### src/rtl/lct_l1a_match.sv
// rtl/lct_l1a_match.sv - per-CFEB pre-LCT edge detect, history buffer and L1A match tagging; optional match counters under LCT_MATCH_CNT_EN
module lct_l1a_match #(
   parameter int DLY_W   = 8,
   parameter int RST_CYC = 4
) (
   input  logic             CLK,
   input  logic             RSTN,
   input  logic [5:1]       LCT,
   input  logic             L1A,
   input  logic             RESYNC,
   input  logic [DLY_W-1:0] LCT_L1A_DLY,
   output logic [5:1]       PRE_LCT_OUT,
   output logic [5:1]       L1A_MATCH,
   output logic             L1ACFEB,
   output logic             RESYNC_RST,
   output logic [23:0]      L1A_CNT,
   output logic [59:0]      MATCH_CNT
);

   localparam int               DEPTH   = 1 << DLY_W;
   localparam int               HO_W    = DLY_W + 1;
   localparam int               RST_W   = $clog2(RST_CYC + 1);
   localparam logic [DLY_W-1:0] DLY_MIN = DLY_W'(2);
   localparam logic [DLY_W-1:0] DLY_MAX = DLY_W'(DEPTH - 2);
   localparam logic [HO_W-1:0]  HO_INIT = HO_W'(DEPTH);

   logic [5:1]       lct_q;
   logic [DLY_W-1:0] wp;
   logic [DLY_W-1:0] dly_clamp;
   logic [DLY_W-1:0] dly_q;
   logic [DLY_W-1:0] addr_a;
   logic [DLY_W-1:0] addr_b;
   logic [DLY_W-1:0] addr_c;
   logic [5:1]       mem [DEPTH];
   logic [5:1]       tap_a;
   logic [5:1]       tap_b;
   logic [5:1]       tap_c;
   logic [RST_W-1:0] rst_cnt;
   logic [HO_W-1:0]  holdoff;
   logic [23:0]      l1a_cnt;
   logic             accept;

   // Clamp the programmed delay into the range the buffer depth can serve
   always_comb begin
      dly_clamp = LCT_L1A_DLY;
      if (LCT_L1A_DLY < DLY_MIN) begin
         dly_clamp = DLY_MIN;
      end else if (LCT_L1A_DLY > DLY_MAX) begin
         dly_clamp = DLY_MAX;
      end
   end

   // Read one cycle ahead of the L1A: while in cycle t-1 the write pointer
   // holds the slot of cycle t-1, so cycle t-k sits at wp-(k-1).
   assign addr_a = wp - dly_q;                 // cycle t-D-1
   assign addr_b = wp - dly_q + DLY_W'(1);     // cycle t-D
   assign addr_c = wp - dly_q + DLY_W'(2);     // cycle t-D+1

   // Edge detect, write pointer and delay register
   always_ff @(posedge CLK) begin
      if (!RSTN) begin
         lct_q       <= '1;
         PRE_LCT_OUT <= '0;
         wp          <= '0;
         dly_q       <= DLY_MIN;
      end else begin
         lct_q       <= LCT;
         PRE_LCT_OUT <= LCT & ~lct_q;
         wp          <= wp + DLY_W'(1);
         dly_q       <= dly_clamp;
      end
   end

   // History buffer and registered read taps; at the minimum delay the newest
   // tap is the entry being written this cycle, so it is bypassed from the edge register
   always_ff @(posedge CLK) begin
      mem[wp] <= PRE_LCT_OUT;
      tap_a   <= mem[addr_a];
      tap_b   <= mem[addr_b];
      tap_c   <= (dly_q == DLY_MIN) ? PRE_LCT_OUT : mem[addr_c];
   end

   assign RESYNC_RST = (rst_cnt != '0);
   assign accept     = L1A && !RESYNC && !RESYNC_RST && (holdoff == '0);
   assign L1A_CNT    = l1a_cnt;

   // Resync stretch, hold-off, L1A strobe/match and accepted-L1A counter
   always_ff @(posedge CLK) begin
      if (!RSTN) begin
         rst_cnt   <= '0;
         holdoff   <= HO_INIT;
         L1ACFEB   <= 1'b0;
         L1A_MATCH <= '0;
         l1a_cnt   <= '0;
      end else begin
         L1ACFEB   <= accept;
         L1A_MATCH <= accept ? (tap_a | tap_b | tap_c) : 5'b0;
         if (RESYNC) begin
            rst_cnt <= RST_W'(RST_CYC);
            holdoff <= HO_INIT;
            l1a_cnt <= '0;
         end else begin
            if (rst_cnt != '0) begin
               rst_cnt <= rst_cnt - RST_W'(1);
            end
            if (holdoff != '0) begin
               holdoff <= holdoff - HO_W'(1);
            end
            if (accept) begin
               l1a_cnt <= l1a_cnt + 24'd1;
            end
         end
      end
   end

`ifdef LCT_MATCH_CNT_EN
   logic [11:0] match_cnt [1:5];

   // Saturating per-CFEB match counters, cleared by reset and resync
   always_ff @(posedge CLK) begin
      if (!RSTN || RESYNC) begin
         for (int i = 1; i <= 5; i++) begin
            match_cnt[i] <= '0;
         end
      end else begin
         for (int i = 1; i <= 5; i++) begin
            if (L1ACFEB && L1A_MATCH[i] && (match_cnt[i] != 12'hFFF)) begin
               match_cnt[i] <= match_cnt[i] + 12'd1;
            end
         end
      end
   end

   for (genvar g = 1; g <= 5; g++) begin : g_match_cnt
      assign MATCH_CNT[12*g-1 -: 12] = match_cnt[g];
   end
`else
   assign MATCH_CNT = '0;
`endif

endmodule

### config.mk
export PLATFORM = sky130hd
export DESIGN_NAME = lct_l1a_match
export DESIGN_NICKNAME = d
export VERILOG_FILES = /design/src/rtl/lct_l1a_match.sv
export SDC_FILE = /design/constraint.sdc
export NUM_CORES = 2
export LEC_CHECK = 0
export BUFFER_PORTS_ARGS = -buffer_cell sky130_fd_sc_hd__buf_2
export CORE_MARGIN = 2
export CORE_UTILIZATION = 40
export CTS_CLUSTER_DIAMETER = 200
export DETAILED_ROUTE_END_ITERATION = 10
export PLACE_DENSITY = 0.62
export SYNTH_ARGS = -nofsm -noshare
export SYNTH_HDL_FRONTEND = slang
export SYNTH_SLANG_ARGS = --single-unit
### constraint.sdc
create_clock -name CLK -period 4.8 [get_ports CLK]
set_input_delay 0.48 -clock CLK [delete_from_list [all_inputs] [get_ports CLK]]
set_output_delay 0.48 -clock CLK [all_outputs]
set_load 0.05 [all_outputs]
==> run_results.csv <==
group,metric,value,unit
status,run_status,"completed",
sta,slew_violations,0,
sta,finalSetupTns,0,ns
die,design.die.area,192700,sq um
detailed_routing,route.antenna.remaining_nets,0,
global_routing,globalRouteOverflowTotal,0,
yosys,synth_edf_count,1280,
yosys,ys.warnings.count,0,
critical_path,timing_worst_setup_path_type,"reg2reg",
placed_design,place_congestion,0.9624,
placed_design,dp_hpwl,170100,um
die,die_x,439.0,um
worst_hold_path,hold_path_class,"in2reg",
global_routing,grt_max_degree,169,
yosys,synth.lib_cells_used.distinct,89,
clock_network,clock-sinks,1366,
die,die_height,439.0,um
sta,setup_ws,0.05213,ns
yosys,netlist_top_cells_count,"sky130_fd_sc_hd__edfxtp_1, sky130_fd_sc_hd__mux4_2, sky130_fd_sc_hd__nand2_1, sky130_fd_sc_hd__nor2_1, sky130_fd_sc_hd__buf_2",
clock_network,clock_tree_from_tritoncts,"built",
clock_network,postCtsSetupBuffers,0,
clock_network,ctsLongestPathBuffers,3,
sta,final_min_period_over_clock_period,0.9891,
pwr,leakage,27.84,nW
critical_path,worstPathArrival,5.43,ns
final_layout,fin_cells,7127,
worst_hold_path,hp-start,"LCT_L1A_DLY[0]",
final_layout,synthToLayoutAreaGrowth,11.69,%
die,io-pin-count,113,
sta,finalHoldViolCount,0,
sta,period_minus_slack,4.748,ns
clock_network,root_buffer,"sky130_fd_sc_hd__clkbuf_16",
yosys,synth_async_sr_flop_share,0,
clock_network,cts_inserted_buffers,152,
detailed_routing,first_pass_iters,7,
critical_path,reg2reg_depth,13,
pwr,peakVddDrop,0.5086,mV
pwr,power-per-cell-area,443.0,nW/um^2
detailed_routing,routed-via-count,48210,
global_routing,antenna_found_initial,9,
global_routing,global_route_wire_length_before_repair,357400,um
placed_design,port_buffers,52,
pwr,finalPower,37.45,mW
yosys,synth.top_cells.by_area,"sky130_fd_sc_hd__edfxtp_1, sky130_fd_sc_hd__mux4_2, sky130_fd_sc_hd__dfxtp_1, sky130_fd_sc_hd__nand2_1, sky130_fd_sc_hd__nor2_1",
die,core-area,188000,sq um
placed_design,dpl.cell_count,6833,
yosys,netlist.top_cell.by_area,"sky130_fd_sc_hd__edfxtp_1",
sta,worst_tran_pin_value,1.048,ns
clock_network,clk-insertion-delay-late,0.85,ns
worst_hold_path,min_delay_path_depth,3,
critical_path,startpoint_type,"flop",
final_layout,layout-drive-gt1-share,0.3423,
detailed_routing,routedWlPerCell,35.30,um
global_routing,first_global_vias,47120,
sta,report.final.setup_viol,0,
critical_path,worstSetupEndpointType,"flop",
yosys,synthMostInstantiatedCell,"sky130_fd_sc_hd__edfxtp_1",
detailed_routing,avgViaCountPerCell,6.764,
yosys,postSynth.topFlopCell,"sky130_fd_sc_hd__edfxtp_1",
sta,clock-skew-final,0.05321,ns
sta,grt_setup_unrepaired,"no",
sta,maximum_clock_frequency,210.6,MHz
yosys,synth_area,75700,sq um
clock_network,cts.reportedPaths.clkPinSlew,0.06,ns
flow_run,max_cap_violations,0,
critical_path,setup.worst_path.start,"wp[0]",
yosys,synth_seq_cells,1366,
yosys,postSynthCellCount,4517,
die,floorplan.rows,159,
clock_network,ctsHtreeMaxLevel,4,
critical_path,cp.required,5.49,ns
global_routing,grt_usage,0.2608,
yosys,synth_area_per_cell,16.76,sq um
yosys,synth_seq_area_share,0.5305,
detailed_routing,finalWirelength,251600,um
critical_path,r2r_start,"wp[0]",
sta,worst_slew_margin_rel,0.2989,
yosys,synth_top_area_frac,0.5078,
sta,hold_slack,0.07683,ns
die,start_util,0.4026,
detailed_routing,drt_iter0_markers,7907,
critical_path,worstPathMaxFanout,29,
placed_design,post-place-ws,0.2601,ns
detailed_routing,drcViolationCount,0,
final_layout,layout.nets,4540,
routing by layer:
metal	up-vias	GRT usage	share of wire
met5	-	0	0.00012
met4	4	0.1044	0.044
met3	583	0.08502	0.14
met2	3532	0.3935	0.45
met1	25300	0.3500	0.37
li1	18800	-	-
worst max-delay path, stage by stage, from the launching register on:
cell and delay [ns]:
sky130_fd_sc_hd__dfxtp_1 0.38, sky130_fd_sc_hd__inv_1 0.13, sky130_fd_sc_hd__ha_4 0.18, sky130_fd_sc_hd__inv_1 0.07, sky130_fd_sc_hd__fa_4 0.71, sky130_fd_sc_hd__ha_4 0.53, sky130_fd_sc_hd__buf_12 0.23, sky130_fd_sc_hd__buf_12 0.25
sky130_fd_sc_hd__mux4_2 0.41, sky130_fd_sc_hd__mux4_2 0.57, sky130_fd_sc_hd__nor3_1 0.19, sky130_fd_sc_hd__a31oi_1 0.06, sky130_fd_sc_hd__a31oi_1 0.64, sky130_fd_sc_hd__a2111oi_1 0.19
logic make-up (layout without fill, tap and decap cells):
logic type,after synthesis,count (layout),share of synthesized area
xor gates and xnor gates,54,54,0.007438
DFF,1366,1366,0.5305
muxes,1187,1187,0.3345
adders and majority gates,19,19,0.003240
buffers and inverters,484,538,0.03227
other,1,62,0.00004954
AOI/OAI and AO/OA,316,316,0.02944
and+or+nand+nor,1090,1090,0.06251
stage by stage:
stage | cell area, sq um | util
2_1_floorplan | 75920 | -
4_1_cts | 84530 | 0.4496
5_1_grt | 84540 | 0.4497
6_report | 84540 | 0.4497
3_5_place_dp | 79120 | 0.4208
3_3_place_gp | 79120 | 0.4208
state kept, by name, summed over array words and instances (netlist names), named ones only:
name / cells
PRE_LCT_OUT: 5
L1A_MATCH: 5
dly_q: 8
rst_cnt: 3
lct_q: 5
tap_b: 5
wp: 8
mem: 1280
holdoff: 9
L1A_CNT: 24
L1ACFEB: 1
tap_a: 5
worst paths after layout:
| path | end | slack, ns |
|---|---|---|
| setup / recovery | tap_b[1] | 0.05 |
| hold / removal | dly_q[0] | 0.08 |
| setup reg to reg | tap_b[1] | 0.05 |
| hold reg to reg | PRE_LCT_OUT[5] | 0.38 |
cell type report:
class                           instances  area [sq um]
Antenna cell                            2         5.005
Clock buffer                          182          4010
Clock inverter                         98          1282
Fill cell                           16090        103500
Inverter                               26         97.59
Multi-Input combinational cell       2726         33450
Sequential cell                      1366         40190
Tap cell                             2495          3122
Timing Repair Buffer                  232          2380
layout by cell type, fill, tap and decap left out, types with 11 or more instances in the layout:
| cell type | Yosys | routed |
|---|---|---|
| sky130_fd_sc_hd__o22ai_1 | 20 | 20 |
| sky130_fd_sc_hd__buf_4 | 94 | 109 |
| sky130_fd_sc_hd__o211ai_1 | 15 | 15 |
| sky130_fd_sc_hd__and3_1 | 14 | 14 |
| sky130_fd_sc_hd__bufinv_16 | 0 | 20 |
| sky130_fd_sc_hd__buf_2 | 158 | 52 |
| sky130_fd_sc_hd__nand3_1 | 134 | 134 |
| sky130_fd_sc_hd__mux2_2 | 12 | 12 |
| sky130_fd_sc_hd__inv_1 | 25 | 25 |
| sky130_fd_sc_hd__a31oi_1 | 58 | 58 |
| sky130_fd_sc_hd__clkinv_1 | 0 | 31 |
| sky130_fd_sc_hd__and2_1 | 16 | 15 |
| sky130_fd_sc_hd__buf_12 | 0 | 59 |
| sky130_fd_sc_hd__edfxtp_1 | 1280 | 1280 |
| sky130_fd_sc_hd__conb_1 | 1 | 60 |
| sky130_fd_sc_hd__dfxtp_1 | 86 | 76 |
| sky130_fd_sc_hd__ha_1 | 18 | 16 |
| sky130_fd_sc_hd__dlygate4sd3_1 | 0 | 12 |
| sky130_fd_sc_hd__nor2_1 | 347 | 346 |
| sky130_fd_sc_hd__a221oi_1 | 11 | 11 |
| sky130_fd_sc_hd__nand2_1 | 430 | 430 |
| sky130_fd_sc_hd__clkbuf_16 | 0 | 155 |
| sky130_fd_sc_hd__xnor2_1 | 26 | 23 |
| sky130_fd_sc_hd__xor2_1 | 18 | 17 |
| sky130_fd_sc_hd__or3_1 | 13 | 13 |
| sky130_fd_sc_hd__a32oi_1 | 20 | 20 |
| sky130_fd_sc_hd__clkbuf_1 | 154 | 24 |
| sky130_fd_sc_hd__mux4_2 | 1073 | 1073 |
| sky130_fd_sc_hd__a21oi_1 | 57 | 57 |
| sky130_fd_sc_hd__nor2b_1 | 21 | 20 |
| sky130_fd_sc_hd__mux2i_1 | 102 | 102 |
| sky130_fd_sc_hd__clkinv_2 | 0 | 22 |
| sky130_fd_sc_hd__a211oi_1 | 16 | 15 |
| sky130_fd_sc_hd__nand2b_1 | 13 | 13 |
| sky130_fd_sc_hd__nand4_1 | 24 | 24 |
| sky130_fd_sc_hd__nor3_1 | 39 | 39 |
| sky130_fd_sc_hd__o21ai_0 | 26 | 26 |
report_power, final:
part	internal, mW	leakage (nW)	switching (mW)
registers	13.0	13.5	0.326
logic	4.77	11.8	7.01
clock network	7.13	2.54	5.18
total	24.9	27.8	12.5
what timing repair did:
| action | 4_1_cts | 5_1_grt |
|---|---|---|
| setup endpoints to repair | 0 | 1 |
| resized for setup | 0 | 1 |
| endpoints found under the hold margin | 19 | 0 |
| hold buffers | 12 | 0 |
Note: power is estimated with default switching activity, not from simulation.
